===== config.mk =====
export PLATFORM = sky130hd
export DESIGN_NAME = fetch_unit
export DESIGN_NICKNAME = d
export VERILOG_FILES = /design/src/rtl/fetch_unit.sv
export SDC_FILE = /design/constraint.sdc
export NUM_CORES = 1
export LEC_CHECK = 0
export ABC_CLOCK_PERIOD_IN_PS = 6800
export CORE_MARGIN = 8
export CORE_UTILIZATION = 58
export CTS_CLUSTER_SIZE = 10
export DETAILED_ROUTE_END_ITERATION = 6
export GPL_ROUTABILITY_DRIVEN = 0
export PLACE_DENSITY = 0.87
export RECOVER_POWER = 100
export SYNTH_ARGS = -nofsm -noshare
export SYNTH_HDL_FRONTEND = slang
export SYNTH_SLANG_ARGS = --single-unit
export TNS_END_PERCENT = 20

===== constraint.sdc =====
create_clock -name clk -period 6.8 [get_ports clk]
set_input_delay 1.36 -clock clk [delete_from_list [all_inputs] [get_ports clk]]
set_output_delay 1.36 -clock clk [all_outputs]
set_load 0.02 [all_outputs]

===== src/rtl/fetch_unit.sv =====
// fetch_unit: instruction fetch front end for the MIPS core.
// Issues one word read at a time to instruction memory, buffers returned
// words with their addresses in a DEPTH-entry FIFO, and presents the head
// instruction to the controller/datapath. A consumed taken branch or jump
// flushes the FIFO and restarts fetch at the target.
//
// Optional build macro: FETCH_BYPASS_EN
//   defined   : an ack arriving while the FIFO is empty is presented
//               combinationally in the ack cycle (0-cycle ack-to-use).
//   undefined : all head outputs come from FIFO registers (1-cycle latency).
//
// state | meaning
// ------+---------------------------------------------------------------
// IDLE  | no request outstanding; issue when the FIFO has room
// BUSY  | request outstanding; its data will be pushed on ack
// DRAIN | wrong-path request outstanding; its data is dropped on ack,
//       | then fetch restarts at the stored redirect target
module fetch_unit #(
    parameter int          DEPTH    = 4,
    parameter logic [31:0] RESET_PC = 32'h0000_0000
) (
    input  logic        clk,
    input  logic        reset,
    output logic        imem_req,
    output logic [31:0] imem_addr,
    input  logic        imem_ack,
    input  logic [31:0] imem_rdata,
    output logic        instr_valid,
    input  logic        instr_ready,
    output logic [31:0] instr,
    output logic [31:0] pc,
    output logic [31:0] pcplus4,
    output logic [5:0]  op,
    output logic [5:0]  funct,
    input  logic        pcsrc,
    input  logic        jump,
    input  logic [31:0] pcbranch
);

    localparam int AW = $clog2(DEPTH);
    localparam int CW = AW + 1;
    localparam logic [CW-1:0] DEPTH_C = CW'(DEPTH);

    localparam logic [1:0] S_IDLE  = 2'd0;
    localparam logic [1:0] S_BUSY  = 2'd1;
    localparam logic [1:0] S_DRAIN = 2'd2;

    logic [1:0]    state_q, state_d;
    logic          req_q, req_d;
    logic [31:0]   addr_q, addr_d;
    logic [31:0]   next_pc_q, next_pc_d;
    logic [AW-1:0] rd_ptr_q, rd_ptr_d;
    logic [AW-1:0] wr_ptr_q, wr_ptr_d;
    logic [CW-1:0] count_q, count_d;

    logic [31:0] pc_mem    [DEPTH];
    logic [31:0] instr_mem [DEPTH];

    logic        fifo_empty;
    logic        bypass;
    logic        head_valid;
    logic [31:0] head_instr;
    logic [31:0] head_pc;
    logic        consume;
    logic        redirect;
    logic [31:0] jump_target;
    logic [31:0] target;
    logic        push;
    logic        pop;
    logic        issue_ok;
    logic        issue;
    logic [31:0] issue_addr;

    assign fifo_empty = (count_q == '0);

`ifdef FETCH_BYPASS_EN
    // Only a BUSY ack is live data; a DRAIN ack is wrong-path and never bypassed.
    assign bypass = fifo_empty & imem_ack & (state_q == S_BUSY);
`else
    assign bypass = 1'b0;
`endif

    // Head selection: FIFO entry, or the in-flight ack word when bypassing.
    always_comb begin
        head_valid = ~fifo_empty | bypass;
        head_instr = bypass ? imem_rdata : instr_mem[rd_ptr_q];
        head_pc    = bypass ? imem_addr  : pc_mem[rd_ptr_q];
        if (!head_valid) begin
            head_instr = 32'd0;
            head_pc    = 32'd0;
        end
    end

    assign instr_valid = head_valid;
    assign instr       = head_instr;
    assign pc          = head_pc;
    assign pcplus4     = head_pc + 32'd4;
    assign op          = head_instr[31:26];
    assign funct       = head_instr[5:0];
    assign imem_req    = req_q;
    assign imem_addr   = addr_q;

    assign consume     = head_valid & instr_ready;
    assign redirect    = consume & (pcsrc | jump);
    assign jump_target = {pcplus4[31:28], head_instr[25:0], 2'b00};
    assign target      = jump ? jump_target : pcbranch;

    // A bypassed word that is consumed in its ack cycle never enters the FIFO.
    assign push = imem_ack & (state_q == S_BUSY) & ~redirect & ~(bypass & consume);
    assign pop  = consume & ~bypass;

    // FIFO occupancy and pointers after this cycle; a redirect empties it.
    always_comb begin
        count_d  = count_q;
        rd_ptr_d = rd_ptr_q;
        wr_ptr_d = wr_ptr_q;
        if (push && !pop) begin
            count_d = count_q + CW'(1);
        end else if (pop && !push) begin
            count_d = count_q - CW'(1);
        end
        if (pop) begin
            rd_ptr_d = rd_ptr_q + AW'(1);
        end
        if (push) begin
            wr_ptr_d = wr_ptr_q + AW'(1);
        end
        if (redirect) begin
            count_d  = '0;
            rd_ptr_d = '0;
            wr_ptr_d = '0;
        end
    end

    // Any request completing this cycle is no longer outstanding, so room is
    // judged against the post-cycle occupancy alone.
    assign issue_ok = (count_d < DEPTH_C);

    // Request FSM: decide whether to issue, where, and the next state.
    always_comb begin
        state_d    = state_q;
        req_d      = req_q;
        addr_d     = addr_q;
        next_pc_d  = next_pc_q;
        issue      = 1'b0;
        issue_addr = next_pc_q;
        case (state_q)
            S_IDLE: begin
                if (redirect) begin
                    issue      = 1'b1;
                    issue_addr = target;
                end else if (issue_ok) begin
                    issue = 1'b1;
                end
            end
            S_BUSY: begin
                if (imem_ack) begin
                    if (redirect) begin
                        issue      = 1'b1;
                        issue_addr = target;
                    end else if (issue_ok) begin
                        issue = 1'b1;
                    end else begin
                        state_d = S_IDLE;
                        req_d   = 1'b0;
                    end
                end else if (redirect) begin
                    state_d   = S_DRAIN;
                    next_pc_d = target;
                end
            end
            S_DRAIN: begin
                if (imem_ack) begin
                    issue      = 1'b1;
                    issue_addr = redirect ? target : next_pc_q;
                end else if (redirect) begin
                    next_pc_d = target;
                end
            end
            default: begin
                state_d = S_IDLE;
                req_d   = 1'b0;
            end
        endcase
        if (issue) begin
            state_d   = S_BUSY;
            req_d     = 1'b1;
            addr_d    = issue_addr;
            next_pc_d = issue_addr + 32'd4;
        end
    end

    // Control registers; reset abandons any outstanding request immediately.
    always_ff @(posedge clk or posedge reset) begin
        if (reset) begin
            state_q   <= S_IDLE;
            req_q     <= 1'b0;
            addr_q    <= RESET_PC;
            next_pc_q <= RESET_PC;
            rd_ptr_q  <= '0;
            wr_ptr_q  <= '0;
            count_q   <= '0;
        end else begin
            state_q   <= state_d;
            req_q     <= req_d;
            addr_q    <= addr_d;
            next_pc_q <= next_pc_d;
            rd_ptr_q  <= rd_ptr_d;
            wr_ptr_q  <= wr_ptr_d;
            count_q   <= count_d;
        end
    end

    // FIFO storage; contents are only observed through valid entries.
    always_ff @(posedge clk) begin
        if (push) begin
            pc_mem[wr_ptr_q]    <= imem_addr;
            instr_mem[wr_ptr_q] <= imem_rdata;
        end
    end

endmodule


==> reports/metrics.yaml <==
power:
  report.power.total_mw: 9.80
  total_leakage_power_nw: 7.26
  largest_voltage_drop_on_the_vdd_net_mv: 0.280
  power_per_cell_area_nw_per_um2: 496
setup_path:
  rr_worst_depth: 9
  critical_path.endpoint_type: "flop"
  regToRegSetupSlack_ns: 1.24
  worst_setup_path_class: "in -> reg"
  cp_data_required_time_ns: 6.91
  timing.critical_path.cells: "dlygate4sd3_1 > clkbuf_1 > nand3_1 > clkbuf_1 > and3_1 > dlymetal6s2s_1"
  slowest_delay_ns: 1.48
  crit_slowest_cell: "dlymetal6s2s_1"
  startpoint_kind_of_the_worst_setup_timing_path: "primary input"
  cpLargestDelayFamily: "buffers and inverters"
  critical_path.n_buffers_inverters: 4
  crit_path_frequent_cell: "clkbuf_1"
  worstPathMaxFanout: 35
  timing.rr.end: "pc_mem[0][30]$_DFFE_PP_"
  worstPathArrival_ns: 6.15
  worst_r2r_startpoint: "count_q[0]$_DFFE_PP0P_"
yosys:
  post_synth.cell_area_avg_um2: 12.5
  synth_common_cells: "256 x edfxtp_1, 168 x nand2_1, 74 x dfrtp_1"
  yosysSeqAreaShare_pct: 58.0
  syn-instance-count: 1316
  synth_top_family_by_area: "simple AND/OR/NAND/NOR gates"
  async_flop_share_pct: 22.4
  synth_top_cell_by_area: "edfxtp_1"
  synth_mux_area_share_pct: 9.62
  synth_enable_flop_cells: 256
  yosys.area_share.adder_pct: 0.988
  cell_types_occupying_the_most_area_after_synthesis: "edfxtp_1 47%, dfrtp_1 11%, nand2_1 3.8%, mux4_2 3.6%, mux2i_1 3.0%"
  yosys_most_used_dff: "edfxtp_1"
  synth_compound_area_share_pct: 9.18
  post-synth-top-count-cell: "edfxtp_1"
  post_synthesis_sequential_element_count: 330
  netlist_area_um2: 16500
  yosys.area.top_type_share_pct: 46.7
  post_synth_xor_area_fraction_pct: 2.61
  synthesis.yosys.warnings: 0
  synth.lib_cells_used.distinct: 90
  synth_nets: 1399
  synthSimpleGateAreaFrac_pct: 15.1
outcome:
  outcome: "finished, violations left"
  failed_checks: "max-capacitance violations, max-slew violations"
place:
  dp_slack_ns: 1.53
  dpl-instance-area_um2: 18700
  post-dp-hpwl_um: 31100
  portBuffers: 211
timing:
  post-route-min-period_ns: 6.04
  final-setup-viol-count: 0
  post-route-period-util_pct: 88.8
  max_slew_margin_pct: -35.3
  achievable-frequency_ghz: 0.166
  clock_skew_ns: 0.0151
  fin_setup_tns_ns: 0
  timing_hold_violations_final: 0
  final_max_slew_viol_count: 307
  rsz0062_at_grt: "no"
  worstMarginPinSlew_ns: 2.03
  fin_ws_ns: 0.759
cts:
  postCtsSetupBuffers: 0
  max-clock-path-buffers: 3
  cts-buffers-inserted: 39
  cts_tree: "built"
  cts_resized: 0
  tritoncts_num_sinks: 330
  cts.clk_slew.worst_paths_ns: 0.06
  cts-htree-levels: 2
  postCtsHoldBufs: 0
  ctsRootBufferMaster: "clkbuf_16"
  worst_skew_late_latency_ns: 0.53
global_routing:
  grt.busiest_layer: "met2"
  grt.met3_usage_pct: 5.39
  via_count_of_the_first_global_routing_pass: 11900
  global_route.overflow_total: 0
  met2_usage_pct: 42.4
  grt_max_degree: 75
  grt_first_pass_wirelength_um: 68600
  use_met1_pct: 34.3
  grt_antenna_before_repair: 1
  globalRouteTotalUtil_pct: 25.9
floorplanning:
  core_region_area_um2: 27900
  fp.dieArea_um2: 34000
  i_o_pin_cnt: 212
  fp.dieW_um: 184
  initial_utilization_pct: 59.1
  std_cell_rows: 61
  dieHeight_um: 184
final_layout:
  filler_cell_count: 1865
  net_count_reported_at_finish: 1583
  final_util_pct: 70.8
  finalInstanceArea_um2: 19700
  synthToLayoutAreaGrowth_pct: 19.9
  drive_gt1_share_pct: 8.82
min_path:
  whs_path_depth: 2
  worst_hold_path_class: "reg -> reg"
  worst_min_delay_path_endpoint: "next_pc_q[0]$_DFFE_PP0P_"
  holdCritStartpoint: "next_pc_q[0]$_DFFE_PP0P_"
detailed_routing:
  totalWireLength_um: 44700
  antenna_left: 0
  drc: 0
  detailedRoute.firstIterationViolations: 1325
  total_vias_in_the_final_route: 12200
  route.detailed.wl_per_inst_um: 23.4
  drt-vias-per-instance: 6.37
  drt_first_pass_iters: 7
run:
  cap_viol_max_count: 9
per-stage QoR:
stage / cells / hold slack [ns]
final: 1910 / 0.513
after global routing: 1909 / 0.547
after CTS: 1909 / 0.516
after detailed placement: 1837 / 0.503
after global placement: 1837 / 0.494
after floorplan: 1316 / 0.470
layer usage:
layer	vias to the layer above	part of all wire, %
met5	-	0
li1	5320	-
met2	810	48
met3	111	11
met4	0	3.1
met1	5918	39
flip-flops by register name, summed over array words and instances (netlist names):
register   count
count_q        3
imem_req       1
instr_mem    128
wr_ptr_q       2
pc_mem       128
next_pc_q     32
imem_addr     32
rd_ptr_q       2
state_q        2
worst min-delay path, cell delays in order, from the launching register on:
cell and delay [ns]:
dfrtp_1 0.36, nand2_1 0.05, o21ai_0 0.06
cells by family after synthesis:
group,after synthesis
xor+xnor,49
flops,330
simple gates,477
mux,101
compound gates,219
buf+inv,127
fa+ha+maj,13
power breakdown:
part           internal (mW)  switching [mW]  total (mW)  leakage [nW]
Combinational           1.88            3.09        4.97          3.41
Sequential              2.64           0.292        2.94          3.29
Clock                   1.12           0.773        1.90         0.555
Total                   5.64            4.15        9.80          7.26
worst max-delay path by stage:
stage / slack (ns) / depth (start not counted) / startpoint / end
floorplan: 1.17 / 20 / count_q[1]$_DFFE_PP0P_ / pcplus4[22]
finish: 0.76 / 6 / instr_ready / pc_mem[0][30]$_DFFE_PP_
detailed placement: 1.53 / 12 / jump / next_pc_q[29]$_DFFE_PP0P_
global placement: 1.65 / 12 / jump / next_pc_q[29]$_DFFE_PP0P_
CTS: 1.11 / 8 / rd_ptr_q[0]$_DFFE_PP0P_ / pcplus4[27]
global route: 0.45 / 6 / instr_ready / pc_mem[0][30]$_DFFE_PP_
layout make-up:
cell class                      instances  area [µm²]  share of cell area [%]
Inverter                               31         116                   0.590
Sequential cell                       330        9540                    48.4
Clock buffer                           69        1130                    5.72
Clock inverter                          3        30.0                   0.152
Tap cell                              378         473                    2.40
Antenna cell                            1        2.50                  0.0127
Timing Repair Buffer                  239        2290                    11.6
Multi-Input combinational cell        859        6150                    31.2
cell usage in the layout, fill, tap and decap left out, types with 28 or more instances in the layout:
master,count
a21oi_1,37
and2_1,30
and3_1,36
clkbuf_1,37
clkbuf_16,40
clkdlybuf4s50_1,43
dfrtp_1,72
dlygate4sd3_1,168
edfxtp_1,256
inv_1,28
mux2i_1,49
nand2_1,168
nand3_1,31
nor2_1,64
nor3_1,46
o211ai_1,32
o21ai_0,55
xnor2_1,30
Power figures use the tool's default switching activity.
